==> src/rtl/mc_ctrl_pkg.sv <==
// Shared definitions for the multicycle MIPS control FSM: states, opcodes, ALU codes, select encodings.
// Build option: define ILLEGAL_OP_TRAP_EN to add the TRAP state for illegal opcodes.
package mc_ctrl_pkg;

   localparam int ST_BITS = 4;
   localparam int OP_BITS = 6;

   typedef enum logic [ST_BITS-1:0] {
      S_FETCH    = 4'd0,
      S_DECODE   = 4'd1,
      S_MEM_ADDR = 4'd2,
      S_MEM_RD   = 4'd3,
      S_MEM_WB   = 4'd4,
      S_MEM_WR   = 4'd5,
      S_R_EX     = 4'd6,
      S_R_WB     = 4'd7,
      S_ADDI_EX  = 4'd8,
      S_ADDI_WB  = 4'd9,
      S_BRANCH   = 4'd10,
      S_JUMP     = 4'd11
`ifdef ILLEGAL_OP_TRAP_EN
      ,
      S_TRAP     = 4'd12
`endif
   } state_t;

   localparam logic [OP_BITS-1:0] OP_RTYPE = 6'b000000;
   localparam logic [OP_BITS-1:0] OP_LW    = 6'b100011;
   localparam logic [OP_BITS-1:0] OP_SW    = 6'b101011;
   localparam logic [OP_BITS-1:0] OP_ADDI  = 6'b001000;
   localparam logic [OP_BITS-1:0] OP_BEQ   = 6'b000100;
   localparam logic [OP_BITS-1:0] OP_BNE   = 6'b000101;
   localparam logic [OP_BITS-1:0] OP_BGT   = 6'b000111;
   localparam logic [OP_BITS-1:0] OP_BLE   = 6'b000110;
   localparam logic [OP_BITS-1:0] OP_J     = 6'b000010;

   localparam logic [2:0] ALU_ADD   = 3'b000;
   localparam logic [2:0] ALU_BEQ   = 3'b001;
   localparam logic [2:0] ALU_RTYPE = 3'b010;
   localparam logic [2:0] ALU_BNE   = 3'b011;
   localparam logic [2:0] ALU_BLE   = 3'b101;
   localparam logic [2:0] ALU_BGT   = 3'b111;

   localparam logic [1:0] SRCB_B      = 2'b00;
   localparam logic [1:0] SRCB_FOUR   = 2'b01;
   localparam logic [1:0] SRCB_IMM    = 2'b10;
   localparam logic [1:0] SRCB_IMM_SH = 2'b11;

   localparam logic [1:0] PCSRC_ALU    = 2'b00;
   localparam logic [1:0] PCSRC_ALUOUT = 2'b01;
   localparam logic [1:0] PCSRC_JUMP   = 2'b10;

   // Field order matches the top-level port list so the bundle is easy to probe.
   typedef struct packed {
      logic       pc_write;
      logic       pc_write_cond;
      logic       i_or_d;
      logic       mem_read;
      logic       mem_write;
      logic       ir_write;
      logic       mem_to_reg;
      logic       reg_dst;
      logic       reg_write;
      logic       alu_src_a;
      logic [1:0] alu_src_b;
      logic [2:0] alu_op;
      logic [1:0] pc_source;
      logic       trap;
   } ctrl_t;

   function automatic logic is_branch(input logic [OP_BITS-1:0] op);
      return (op == OP_BEQ) || (op == OP_BNE) || (op == OP_BGT) || (op == OP_BLE);
   endfunction

   function automatic logic is_mem(input logic [OP_BITS-1:0] op);
      return (op == OP_LW) || (op == OP_SW);
   endfunction

   // Compare flavour handed to ALU control while the branch resolves.
   function automatic logic [2:0] branch_alu_op(input logic [OP_BITS-1:0] op);
      logic [2:0] code;
      code = ALU_ADD;
      case (op)
         OP_BEQ:  code = ALU_BEQ;
         OP_BNE:  code = ALU_BNE;
         OP_BGT:  code = ALU_BGT;
         OP_BLE:  code = ALU_BLE;
         default: code = ALU_ADD;
      endcase
      return code;
   endfunction

endpackage

==> src/rtl/mc_ctrl_decode.sv <==
// Combinational map from FSM state (plus opcode and mem_ready) to datapath strobes.
// Build option: ILLEGAL_OP_TRAP_EN adds the TRAP output pattern.
module mc_ctrl_decode
   import mc_ctrl_pkg::*;
#(
   parameter int OPW = 6
) (
   input  state_t         state,
   input  logic [OPW-1:0] opcode,
   input  logic           mem_ready,
   output ctrl_t          ctrl
);

   always_comb begin
      // NOTE: every field gets a default before the case so no path can infer a latch.
      ctrl = '0;
      case (state)
         S_FETCH: begin
            ctrl.i_or_d    = 1'b0;
            ctrl.mem_read  = 1'b1;
            ctrl.alu_src_a = 1'b0;
            ctrl.alu_src_b = SRCB_FOUR;
            ctrl.alu_op    = ALU_ADD;
            ctrl.pc_source = PCSRC_ALU;
            // PC and IR load only on the cycle memory actually returns the word.
            ctrl.pc_write  = mem_ready;
            ctrl.ir_write  = mem_ready;
         end
         S_DECODE: begin
            ctrl.alu_src_a = 1'b0;
            ctrl.alu_src_b = SRCB_IMM_SH;
            ctrl.alu_op    = ALU_ADD;
         end
         S_MEM_ADDR, S_ADDI_EX: begin
            ctrl.alu_src_a = 1'b1;
            ctrl.alu_src_b = SRCB_IMM;
            ctrl.alu_op    = ALU_ADD;
         end
         S_MEM_RD: begin
            ctrl.i_or_d   = 1'b1;
            ctrl.mem_read = 1'b1;
         end
         S_MEM_WB: begin
            ctrl.reg_write  = 1'b1;
            ctrl.mem_to_reg = 1'b1;
            ctrl.reg_dst    = 1'b0;
         end
         S_MEM_WR: begin
            ctrl.i_or_d    = 1'b1;
            ctrl.mem_write = 1'b1;
         end
         S_R_EX: begin
            ctrl.alu_src_a = 1'b1;
            ctrl.alu_src_b = SRCB_B;
            ctrl.alu_op    = ALU_RTYPE;
         end
         S_R_WB: begin
            ctrl.reg_write  = 1'b1;
            ctrl.reg_dst    = 1'b1;
            ctrl.mem_to_reg = 1'b0;
         end
         S_ADDI_WB: begin
            ctrl.reg_write  = 1'b1;
            ctrl.reg_dst    = 1'b0;
            ctrl.mem_to_reg = 1'b0;
         end
         S_BRANCH: begin
            ctrl.alu_src_a     = 1'b1;
            ctrl.alu_src_b     = SRCB_B;
            ctrl.pc_write_cond = 1'b1;
            ctrl.pc_source     = PCSRC_ALUOUT;
            ctrl.alu_op        = branch_alu_op(opcode);
         end
         S_JUMP: begin
            ctrl.pc_write  = 1'b1;
            ctrl.pc_source = PCSRC_JUMP;
         end
`ifdef ILLEGAL_OP_TRAP_EN
         S_TRAP: begin
            ctrl.trap = 1'b1;
         end
`endif
         default: ctrl = '0;
      endcase
   end

endmodule

==> src/rtl/multicycle_control.sv <==
// Main control FSM of the multicycle MIPS datapath: state register, next-state logic, output gating.
// Build option: define ILLEGAL_OP_TRAP_EN to trap on illegal opcodes instead of treating them as NOPs.
module multicycle_control
   import mc_ctrl_pkg::*;
#(
   parameter int OPW = 6,
   parameter int STW = 4
) (
   input  logic           clk,
   input  logic           reset,
   input  logic [OPW-1:0] opcode,
   input  logic           mem_ready,
   output logic           pc_write,
   output logic           pc_write_cond,
   output logic           i_or_d,
   output logic           mem_read,
   output logic           mem_write,
   output logic           ir_write,
   output logic           mem_to_reg,
   output logic           reg_dst,
   output logic           reg_write,
   output logic           alu_src_a,
   output logic [1:0]     alu_src_b,
   output logic [2:0]     alu_op,
   output logic [1:0]     pc_source,
   output logic           trap,
   output logic [STW-1:0] state
);

   state_t state_q;
   ctrl_t  ctrl_raw;
   ctrl_t  ctrl;

   // NOTE: sequential state uses non-blocking assignments only, so every reader sees the pre-edge value.
   always_ff @(posedge clk) begin
      if (reset) begin
         state_q <= S_FETCH;
      end else begin
         case (state_q)
            S_FETCH: begin
               if (mem_ready) state_q <= S_DECODE;
            end
            S_DECODE: begin
               if (is_mem(opcode))          state_q <= S_MEM_ADDR;
               else if (opcode == OP_ADDI)  state_q <= S_ADDI_EX;
               else if (opcode == OP_RTYPE) state_q <= S_R_EX;
               else if (is_branch(opcode))  state_q <= S_BRANCH;
               else if (opcode == OP_J)     state_q <= S_JUMP;
               else begin
`ifdef ILLEGAL_OP_TRAP_EN
                  state_q <= S_TRAP;
`else
                  // Illegal opcode retires as a NOP; PC was already advanced in FETCH.
                  state_q <= S_FETCH;
`endif
               end
            end
            S_MEM_ADDR: begin
               if (opcode == OP_LW)      state_q <= S_MEM_RD;
               else if (opcode == OP_SW) state_q <= S_MEM_WR;
               else                      state_q <= S_FETCH;
            end
            S_MEM_RD: begin
               if (mem_ready) state_q <= S_MEM_WB;
            end
            S_MEM_WR: begin
               if (mem_ready) state_q <= S_FETCH;
            end
            S_R_EX:    state_q <= S_R_WB;
            S_ADDI_EX: state_q <= S_ADDI_WB;
            S_MEM_WB,
            S_R_WB,
            S_ADDI_WB,
            S_BRANCH,
            S_JUMP:    state_q <= S_FETCH;
`ifdef ILLEGAL_OP_TRAP_EN
            S_TRAP:    state_q <= S_TRAP;
`endif
            default:   state_q <= S_FETCH;
         endcase
      end
   end

   mc_ctrl_decode #(
      .OPW (OPW)
   ) u_decode (
      .state     (state_q),
      .opcode    (opcode),
      .mem_ready (mem_ready),
      .ctrl      (ctrl_raw)
   );

   // Reset is synchronous, so the register may still hold a live state; mask outputs while it is high.
   assign ctrl  = reset ? '0 : ctrl_raw;
   assign state = reset ? STW'(S_FETCH) : STW'(state_q);

   assign pc_write      = ctrl.pc_write;
   assign pc_write_cond = ctrl.pc_write_cond;
   assign i_or_d        = ctrl.i_or_d;
   assign mem_read      = ctrl.mem_read;
   assign mem_write     = ctrl.mem_write;
   assign ir_write      = ctrl.ir_write;
   assign mem_to_reg    = ctrl.mem_to_reg;
   assign reg_dst       = ctrl.reg_dst;
   assign reg_write     = ctrl.reg_write;
   assign alu_src_a     = ctrl.alu_src_a;
   assign alu_src_b     = ctrl.alu_src_b;
   assign alu_op        = ctrl.alu_op;
   assign pc_source     = ctrl.pc_source;
   assign trap          = ctrl.trap;

endmodule
==> config.mk <==
export PLATFORM = sky130hd
export DESIGN_NAME = multicycle_control
export DESIGN_NICKNAME = d
export VERILOG_FILES = /design/src/rtl/mc_ctrl_pkg.sv /design/src/rtl/mc_ctrl_decode.sv /design/src/rtl/multicycle_control.sv
export SDC_FILE = /design/constraint.sdc
export NUM_CORES = 1
export LEC_CHECK = 0
export ABC_AREA = 1
export BUFFER_PORTS_ARGS = -buffer_cell sky130_fd_sc_hd__buf_2
export CAP_MARGIN = 10
export CORE_UTILIZATION = 48
export CTS_CLUSTER_SIZE = 14
export DETAILED_ROUTE_END_ITERATION = 8
export PLACE_DENSITY = 0.78
export SETUP_SLACK_MARGIN = 0.15
export SLEW_MARGIN = 20
export SYNTH_ARGS = -nofsm -noshare
export SYNTH_HDL_FRONTEND = slang
export SYNTH_HIERARCHICAL = 1
export SYNTH_SLANG_ARGS = --single-unit
==> constraint.sdc <==
create_clock -name clk -period 1.5 [get_ports clk]
set_clock_uncertainty 0.05 [all_clocks]
set_input_delay 0.075 -clock clk [delete_from_list [all_inputs] [get_ports clk]]
set_output_delay 0.075 -clock clk [all_outputs]
set_load 0.01 [all_outputs]
==> impl_metrics.env, run 1 <==
export IMPL_grt_total_usage=0.220
export IMPL_htreeDepth=1
export IMPL_root_buffer="clkbuf_4"
export IMPL_detail_route_antenna_nets=0
export IMPL_cts_sinks=4
export IMPL_stdcell_count=228
export IMPL_cp_slowest_cell="dfxtp_4"
export IMPL_ys_seq_elements=4
export IMPL_status="finished with violations"
export IMPL_cts_hold_buf=0
export IMPL_grt_max_degree=25
export IMPL_cts_made_buffers=3
export IMPL_cts_tree="done"
export IMPL_vias=1068
export IMPL_syn_num_nets=187
export IMPL_first_global_vias=841
export IMPL_route_detailed_drc=6
export IMPL_insertion_delay_ps=240
export IMPL_clk_pin_slew_ps=40
export IMPL_yosysWarningCount=6
export IMPL_startpoint_type="register"
export IMPL_routed_wl_mm=2.04
export IMPL_max_freq_ghz=0.713
export IMPL_ys_seq_area_frac=0.0974
export IMPL_finalSetupViolCount=0
export IMPL_syn2layout_area_growth_pct=35.5
export IMPL_irDropWorstVdd_mv=0.414
export IMPL_routedWlPerCell_um=8.94
export IMPL_critPathMaxFanout=6
export IMPL_layout_setup_ws_ps=97.6
export IMPL_drtIter0Drc=31
export IMPL_path_class="register to output pin"
export IMPL_cts_buffer_depth=2
export IMPL_arrival_ps=1280
export IMPL_utilization=0.714
export IMPL_n_antenna_cell=0
export IMPL_top_regs="state_q (4)"
export IMPL_layout_drive_gt1_share=0.335
export IMPL_place_inst=219
export IMPL_power_w=0.000527
export IMPL_place_ws_ps=147
export IMPL_place_congestion=0.827
export IMPL_largest_reg_flops=4
export IMPL_syn_area_per_cell_um2=4.62
export IMPL_worstHoldPathType="input port to register"
export IMPL_fp_dieH_um=43.4
export IMPL_antenna_found_initial=0
export IMPL_path_cells="inv_4 -> nand2_4 -> nor2_4 -> nand3_1 -> nand2_1 -> inv_1 -> nor2_1 -> buf_2"
export IMPL_drt_pass1_iterations=7
export IMPL_tns_ps=0
export IMPL_power_density_nw_per_um2=473
export IMPL_dp_hpwl_mm=1.53
export IMPL_coreArea_um2=1560
export IMPL_die_area_um2=1880
export IMPL_nets=223
export IMPL_maxSlewViolCount=0
export IMPL_fin_crit_sh=0.935
export IMPL_rsz0062_at_grt="yes"
export IMPL_fin_crit_ps=1400
export IMPL_reg2reg_slack_ps=220
export IMPL_floorplan_initialDensity=0.527
export IMPL_largest_register="state_q"
export IMPL_port_buffers=29
export IMPL_crit_path_end_kind="output pin"
export IMPL_p_leak_nw=0.717
export IMPL_pin_count=31
export IMPL_synth_area_um2=822
export IMPL_viasPerCell=4.68
export IMPL_grt_pass1_wl_mm=3.21
export IMPL_yosysUniqueCellTypes=21
export IMPL_max_stage_delay_ps=360
export IMPL_synthCells=178
export IMPL_grt_ovfl_total=0
export IMPL_violations="DRC"
export IMPL_rows=14
export IMPL_maxCapViolCount=0
export IMPL_crit_required_ps=1370
export IMPL_die_w_um=43.4
export IMPL_hold_viol=0
==> Yosys cell counts, drive strengths merged <==
cell type,n,area share
a21oi,2,0.012
buf,2,0.018
clkbuf,2,0.0091
conb,1,0.0046
dfxtp,4,0.097
inv,52,0.24
nand2,40,0.19
nand3,17,0.11
nand4,2,0.015
nor2,49,0.25
nor3,1,0.0061
o211ai,1,0.0091
o21a,1,0.0091
o21ai,3,0.018
o22ai,1,0.0076
==> what timing repair did <==
| action | in CTS | in global routing |
|---|---|---|
| setup buffers | 2 | 4 |
| endpoints found under the setup margin | 17 | 17 |
| resized for setup | 14 | 18 |
| pin swaps | 3 | 4 |
==> placed cells by master, fill, tap and decap left out <==
cell	count
inv_2	8
buf_6	1
dfxtp_4	4
o21ai_1	2
nand2_4	2
o21ai_0	1
inv_1	43
o22ai_1	1
nor3_1	1
nor2_4	6
nand2_2	4
inv_4	1
o21a_1	1
o211ai_1	1
nand2_1	34
nor2_1	38
a21oi_1	2
conb_1	1
nand4_1	2
nand3_2	3
clkbuf_4	3
nor2_2	5
nand3_1	14
buf_4	5
buf_2	29
==> path summary, 6_finish.rpt <==
kind / cells after the start / end / from
setup / recovery: 8 / alu_op[1] / state_q[2]
hold reg to reg: 3 / state_q[3] / state_q[3]
setup reg to reg: 8 / state_q[2] / state_q[2]
hold / removal: 5 / state_q[2] / opcode[3]
==> per-stage QoR <==
step / instance area (um2) / hold WS (ps)
finish: 1110 / 197
global route: 1110 / 257
CTS: 1040 / 198
detailed placement: 965 / 444
global placement: 965 / 439
floorplan: 822 / 155
==> report_power, final <==
group          internal, W  total (W)  switching, W
clock            0.0000896   0.000136     0.0000467
sequential        0.000113   0.000132     0.0000188
combinational    0.0000980   0.000259      0.000160
total             0.000301   0.000527      0.000226
==> routing by layer <==
layer  GRT usage  vias up  routed length, um
met4      0.0750        0                 19
met5           0        -                  0
met2       0.403       24               1020
li1            -      582                  -
met1       0.265      459                925
met3      0.0250        3                 76
==> worst max-delay path, delay by kind of cell, from the launching register on <==
kind | cells | cell delay [ps]
buffers and inverters | 3 | 250
DFF | 1 | 360
and+or+nand+nor | 5 | 430
==> kinds of logic (layout without fill, tap and decap cells) <==
group / count (synthesis) / in the layout / share of synthesized area
AO/OA/AOI/OAI: 8 / 8 / 0.0563
buffers and inverters: 56 / 90 / 0.265
flip-flops: 4 / 4 / 0.0974
other: 1 / 1 / 0.00456
AND/OR/NAND/NOR: 109 / 109 / 0.577
==> layout make-up <==
cell class | instances | area (um2)
fill | 148 | 445
clock buffer | 3 | 22.5
inverter | 52 | 198
multi-input combinational | 118 | 584
timing repair buffer | 35 | 194
tap | 16 | 20.0
sequential | 4 | 95.1
Power figures use the tool's default switching activity.
==> run 2: changes to the inputs <==
- ABC_AREA: 1 -> 0
- CORE_UTILIZATION: 48 -> 47
- SLEW_MARGIN: 20 -> not set
==> impl_metrics.env, run 2 <==
export IMPL_crit_path_end_kind="output pin"
export IMPL_mostFrequentLayoutCell="buf_2"
export IMPL_rows=14
export IMPL_synthSimpleGateAreaFrac=0.552
export IMPL_drt_pass1_iterations=4
export IMPL_drtIter0Drc=33
export IMPL_routedWlPerCell_um=18.9
export IMPL_clk_pin_slew_ps=50
export IMPL_cts_tree="done"
export IMPL_htreeDepth=1
export IMPL_grt_pass1_wl_mm=4.48
export IMPL_r2r_end="state_q[1]"
export IMPL_arrival_ps=1620
export IMPL_p_leak_nw=0.601
export IMPL_largest_reg_flops=4
export IMPL_cts_buffer_depth=2
export IMPL_synth_area_um2=766
export IMPL_fin_crit_ps=1740
export IMPL_path_cells="nand2b_4 -> o31a_1 -> nor2_1 -> nor2b_1 -> buf_2"
export IMPL_first_global_vias=985
export IMPL_fin_crit_sh=1.16
export IMPL_maxSlewViolCount=0
export IMPL_worst_pin_slew_ps=541
export IMPL_ys_seq_elements=4
export IMPL_syn2layout_area_growth_pct=76.5
export IMPL_n_antenna_cell=0
export IMPL_detail_route_antenna_nets=0
export IMPL_startpoint_type="register"
export IMPL_hold_viol=0
export IMPL_irDropWorstVdd_mv=0.354
export IMPL_root_buffer="clkbuf_4"
export IMPL_holdWs_ps=198
export IMPL_port_buffers=29
export IMPL_hold_end="state_q[2]"
export IMPL_syn_area_per_cell_um2=6.72
export IMPL_yosysUniqueCellTypes=43
export IMPL_nets=175
export IMPL_relSlewSlack=0.639
export IMPL_finalSetupViolCount=11
export IMPL_synth_edff_count=0
export IMPL_routed_wl_mm=3.40
export IMPL_die_w_um=42.4
export IMPL_async_flop_share=0
export IMPL_place_inst=161
export IMPL_cts_made_buffers=3
export IMPL_synth_top_cell_by_area="nor2b_1"
export IMPL_worstHoldPathType="input port to register"
export IMPL_layout_drive_gt1_share=0.616
export IMPL_layout_common_cells="buf_2, buf_4, nor2b_1"
export IMPL_rr_worst_depth=4
export IMPL_power_density_nw_per_um2=360
export IMPL_synthCells=114
export IMPL_critPathMaxFanout=5
export IMPL_hold_depth=3
export IMPL_fp_dieH_um=42.4
export IMPL_synthTopCellsByCount="nor2b_1, nor2_1, a21oi_1, clkbuf_1, nand2b_1"
export IMPL_synth_area_leaders="nor2b_1, dfxtp_1, nand2b_1, nor2_1, a21oi_1"
export IMPL_crit_required_ps=1370
export IMPL_status="finished with violations"
export IMPL_synth_top_family_by_area="simple AND/OR/NAND/NOR gates"
export IMPL_path_class="register to output pin"
export IMPL_top_regs="state_q (4)"
export IMPL_die_area_um2=1790
export IMPL_grt_total_usage=0.324
export IMPL_antenna_found_initial=0
export IMPL_place_congestion=0.881
export IMPL_floorplan_initialDensity=0.508
export IMPL_cts_sinks=4
export IMPL_coreArea_um2=1510
export IMPL_rsz0062_at_grt="yes"
export IMPL_r2r_start="state_q[1]"
export IMPL_max_freq_ghz=0.574
export IMPL_hold_start="mem_ready"
export IMPL_muxShareOfSynthArea=0
export IMPL_max_stage_delay_ps=360
export IMPL_synth_compound_area_share=0.216
export IMPL_ys_seq_area_frac=0.105
export IMPL_synth_main_ff_cell="dfxtp_1"
export IMPL_route_detailed_drc=0
export IMPL_largest_register="state_q"
export IMPL_grt_max_degree=28
export IMPL_syn_num_nets=123
export IMPL_synthAdderAreaFrac=0
export IMPL_place_ws_ps=8.67
export IMPL_stdcell_count=180
export IMPL_grt_ovfl_total=0
export IMPL_pin_count=31
export IMPL_synth_xor_area_frac=0.0343
export IMPL_synth_most_common_cell="nor2b_1"
export IMPL_layout_setup_ws_ps=-241
export IMPL_viasPerCell=6.18
export IMPL_reg2reg_slack_ps=-50
export IMPL_violations="setup timing"
export IMPL_maxCapViolCount=0
export IMPL_yosysWarningCount=6
export IMPL_vias=1112
export IMPL_cts_hold_buf=0
export IMPL_dp_hpwl_mm=1.54
export IMPL_synth_top_cell_area_share=0.196
export IMPL_insertion_delay_ps=240
export IMPL_cp_slowest_cell="dfxtp_4"
## run 2: per-layer routing
layer / routed length (um) / part of all wire / vias to the layer above / global-route usage
li1: - / - / 498 / -
met4: 163 / 0.048 / 0 / 0.138
met2: 1770 / 0.52 / 67 / 0.637
met5: 0 / 0 / - / 0
met3: 216 / 0.064 / 16 / 0.0560
met1: 1250 / 0.37 / 531 / 0.323
## run 2: how the worst max path moves through the flow
stage | from | end | slack (ps) | depth (start not counted)
after floorplan | state_q[0] | mem_read | 140 | 5
after global placement | state_q[1] | alu_src_b[1] | 20 | 6
after detailed placement | state_q[1] | alu_src_b[1] | 9 | 6
after CTS | state_q[0] | alu_op[2] | 8 | 6
after global routing | state_q[2] | alu_op[1] | -230 | 5
final | state_q[2] | alu_op[1] | -240 | 5
## run 2: stage by stage
step	instance area (um2)	total power, W	TNS [ps]	util
6_report	1350	0.000486	-575	0.897
5_1_grt	1350	0.000511	-1240	0.897
4_1_cts	1210	0.000442	0	0.802
3_5_place_dp	980	0.000277	0	0.650
3_3_place_gp	980	0.000274	0	0.650
2_1_floorplan	778	0.000215	0	-
## run 2: layout make-up
class	count	area (um2)
clock buffers	3	22.5
fillers	74	155
inverters	4	17.5
multi-input cells	95	787
flip-flops and latches	4	95.1
well taps	16	20.0
repair buffers	58	409
## run 2: logic make-up after synthesis
kind of cell	after synthesis
AOI/OAI and AO/OA	23
and+or+nand+nor	68
other	1
DFF	4
buffers and inverters	15
xor gates and xnor gates	3
## run 2: what timing repair did
action	CTS	global route
hold endpoints to repair	0	0
pin swaps	11	10
gates cloned	0	0
setup endpoints to repair	21	21
setup buffers	12	4
resized for setup	32	25
## run 2: critical path, delay by kind of cell, from the launching register on
kind	cells	cell delay, ps
AND/OR/NAND/NOR	3	530
buffers and inverters	1	160
flip-flops	1	360
AO/OA/AOI/OAI	1	320
## run 2: power breakdown
group	internal [W]	switching [W]
clock network	0.0000901	0.0000522
registers	0.000106	0.00000692
logic	0.000110	0.000121
total	0.000306	0.000180
==> run 3: changes to the inputs <==
- clock period: 1.5 -> 1.83 ns (I/O delays scaled with it)
==> impl_metrics.env, run 3 (synthesized netlist as in run 2, its figures left out) <==
export IMPL_status="completed"
export IMPL_routed_top_layer="met4"
export IMPL_fp_dieH_um=42.4
export IMPL_crit_family="simple AND/OR/NAND/NOR gates"
export IMPL_grt_total_usage=0.232
export IMPL_viasPerCell=5.88
export IMPL_die_w_um=42.4
export IMPL_maxSlewViolCount=0
export IMPL_detail_route_antenna_nets=0
export IMPL_holdWs_ps=183
export IMPL_grt_pass1_wl_mm=3.35
export IMPL_p_leak_nw=0.455
export IMPL_layout_common_cells="buf_2, nor2b_1, nor2_1"
export IMPL_route_detailed_drc=0
export IMPL_cts_tree="done"
export IMPL_dp_hpwl_mm=1.42
export IMPL_worstHoldPathType="input port to register"
export IMPL_largest_register="state_q"
export IMPL_nets=155
export IMPL_max_freq_ghz=0.623
export IMPL_finalSetupViolCount=0
export IMPL_grt_max_degree=28
export IMPL_r2r_start="state_q[1]"
export IMPL_htreeDepth=1
export IMPL_startpoint_type="register"
export IMPL_n_antenna_cell=0
export IMPL_cts_made_buffers=3
export IMPL_coreArea_um2=1510
export IMPL_critical_path_startpoint="state_q[0]"
export IMPL_mostFrequentLayoutCell="buf_2"
export IMPL_wl_met1_um=857
export IMPL_layout_drive_gt1_share=0.389
export IMPL_floorplan_initialDensity=0.508
export IMPL_place_congestion=0.929
export IMPL_cts_sinks=4
export IMPL_routed_wl_mm=2.02
export IMPL_rows=14
export IMPL_hold_start="mem_ready"
export IMPL_path_cells="buf_6 -> and3b_1 -> or2_2 -> nor2b_1 -> buf_2"
export IMPL_cp_num_buf_inv=2
export IMPL_irDropWorstVdd_mv=0.163
export IMPL_reg2reg_slack_ps=240
export IMPL_max_stage_delay_ps=350
export IMPL_syn2layout_area_growth_pct=30.6
export IMPL_wl_met3_um=166
export IMPL_grt_ovfl_total=0
export IMPL_fin_crit_sh=0.878
export IMPL_top_regs="state_q (4)"
export IMPL_clk_pin_slew_ps=30
export IMPL_arrival_ps=1460
export IMPL_cts_hold_buf=0
export IMPL_utilization=0.664
export IMPL_power_density_nw_per_um2=330
export IMPL_cp_slowest_cell="dfxtp_2"
export IMPL_first_global_vias=766
export IMPL_rsz0062_at_grt="no"
export IMPL_crit_path_end_kind="output pin"
export IMPL_largest_reg_flops=4
export IMPL_maxCapViolCount=0
export IMPL_critPathMaxFanout=12
export IMPL_crit_required_ps=1690
export IMPL_insertion_delay_ps=230
export IMPL_tns_ps=0
export IMPL_port_buffers=29
export IMPL_hold_viol=0
export IMPL_routedWlPerCell_um=12.6
export IMPL_path_class="register to output pin"
export IMPL_root_buffer="clkbuf_4"
export IMPL_fin_crit_ps=1610
export IMPL_die_area_um2=1790
export IMPL_pin_count=31
export IMPL_vias=940
export IMPL_antenna_found_initial=0
export IMPL_drt_pass1_iterations=4
export IMPL_cts_buffer_depth=2
export IMPL_drtIter0Drc=43
export IMPL_dr_wl_met2_um=982
## run 3: cell types whose count changed in the layout (fill, tap and decap cells not counted), sizes merged
cell,delta
buf,-20
## run 3: routing by layer
metal | vias up | GRT usage
met5 | - | 0
met4 | 0 | 0.0875
met3 | 4 | 0.0129
met2 | 68 | 0.385
met1 | 410 | 0.315
li1 | 458 | -
## run 3: area by class of cell
class | count | area, um2
Fill cell | 118 | 507
Clock buffer | 3 | 22.5
Tap cell | 16 | 20.0
Sequential cell | 4 | 92.6
Inverter | 4 | 15.0
Multi-Input combinational cell | 95 | 633
Timing Repair Buffer | 38 | 216
## run 3: through the flow
stage                     total power, W  std cells  worst slack [ps]  area, um2
after detailed placement        0.000218        154               221        923
after floorplan                 0.000175        114               394        766
after global placement          0.000215        154               264        923
after global routing            0.000359        160               151       1000
final                           0.000329        160               224       1000
after CTS                       0.000327        157              94.5        950
## run 3: worst paths after layout
check,endpoint,cells past startpoint
min,state_q[2],3
max reg2reg,state_q[1],4
min reg2reg,state_q[3],3
max,pc_write,5
## run 3: power by group
| group | internal, W | switching [W] |
|---|---|---|
| clock network | 0.0000732 | 0.0000332 |
| registers | 0.0000874 | 0.00000463 |
| logic | 0.0000592 | 0.0000719 |
## run 3: repair_timing
item,4_1_cts,5_1_grt
setup buffers,0,3
resized for setup,3,8
setup endpoints to repair,5,5
endpoints found under the hold margin,0,0
## run 3: worst min-delay path, cell delays in order
cell and delay [ps]:
buf_2 130, or4bb_1 120, a211oi_1 70
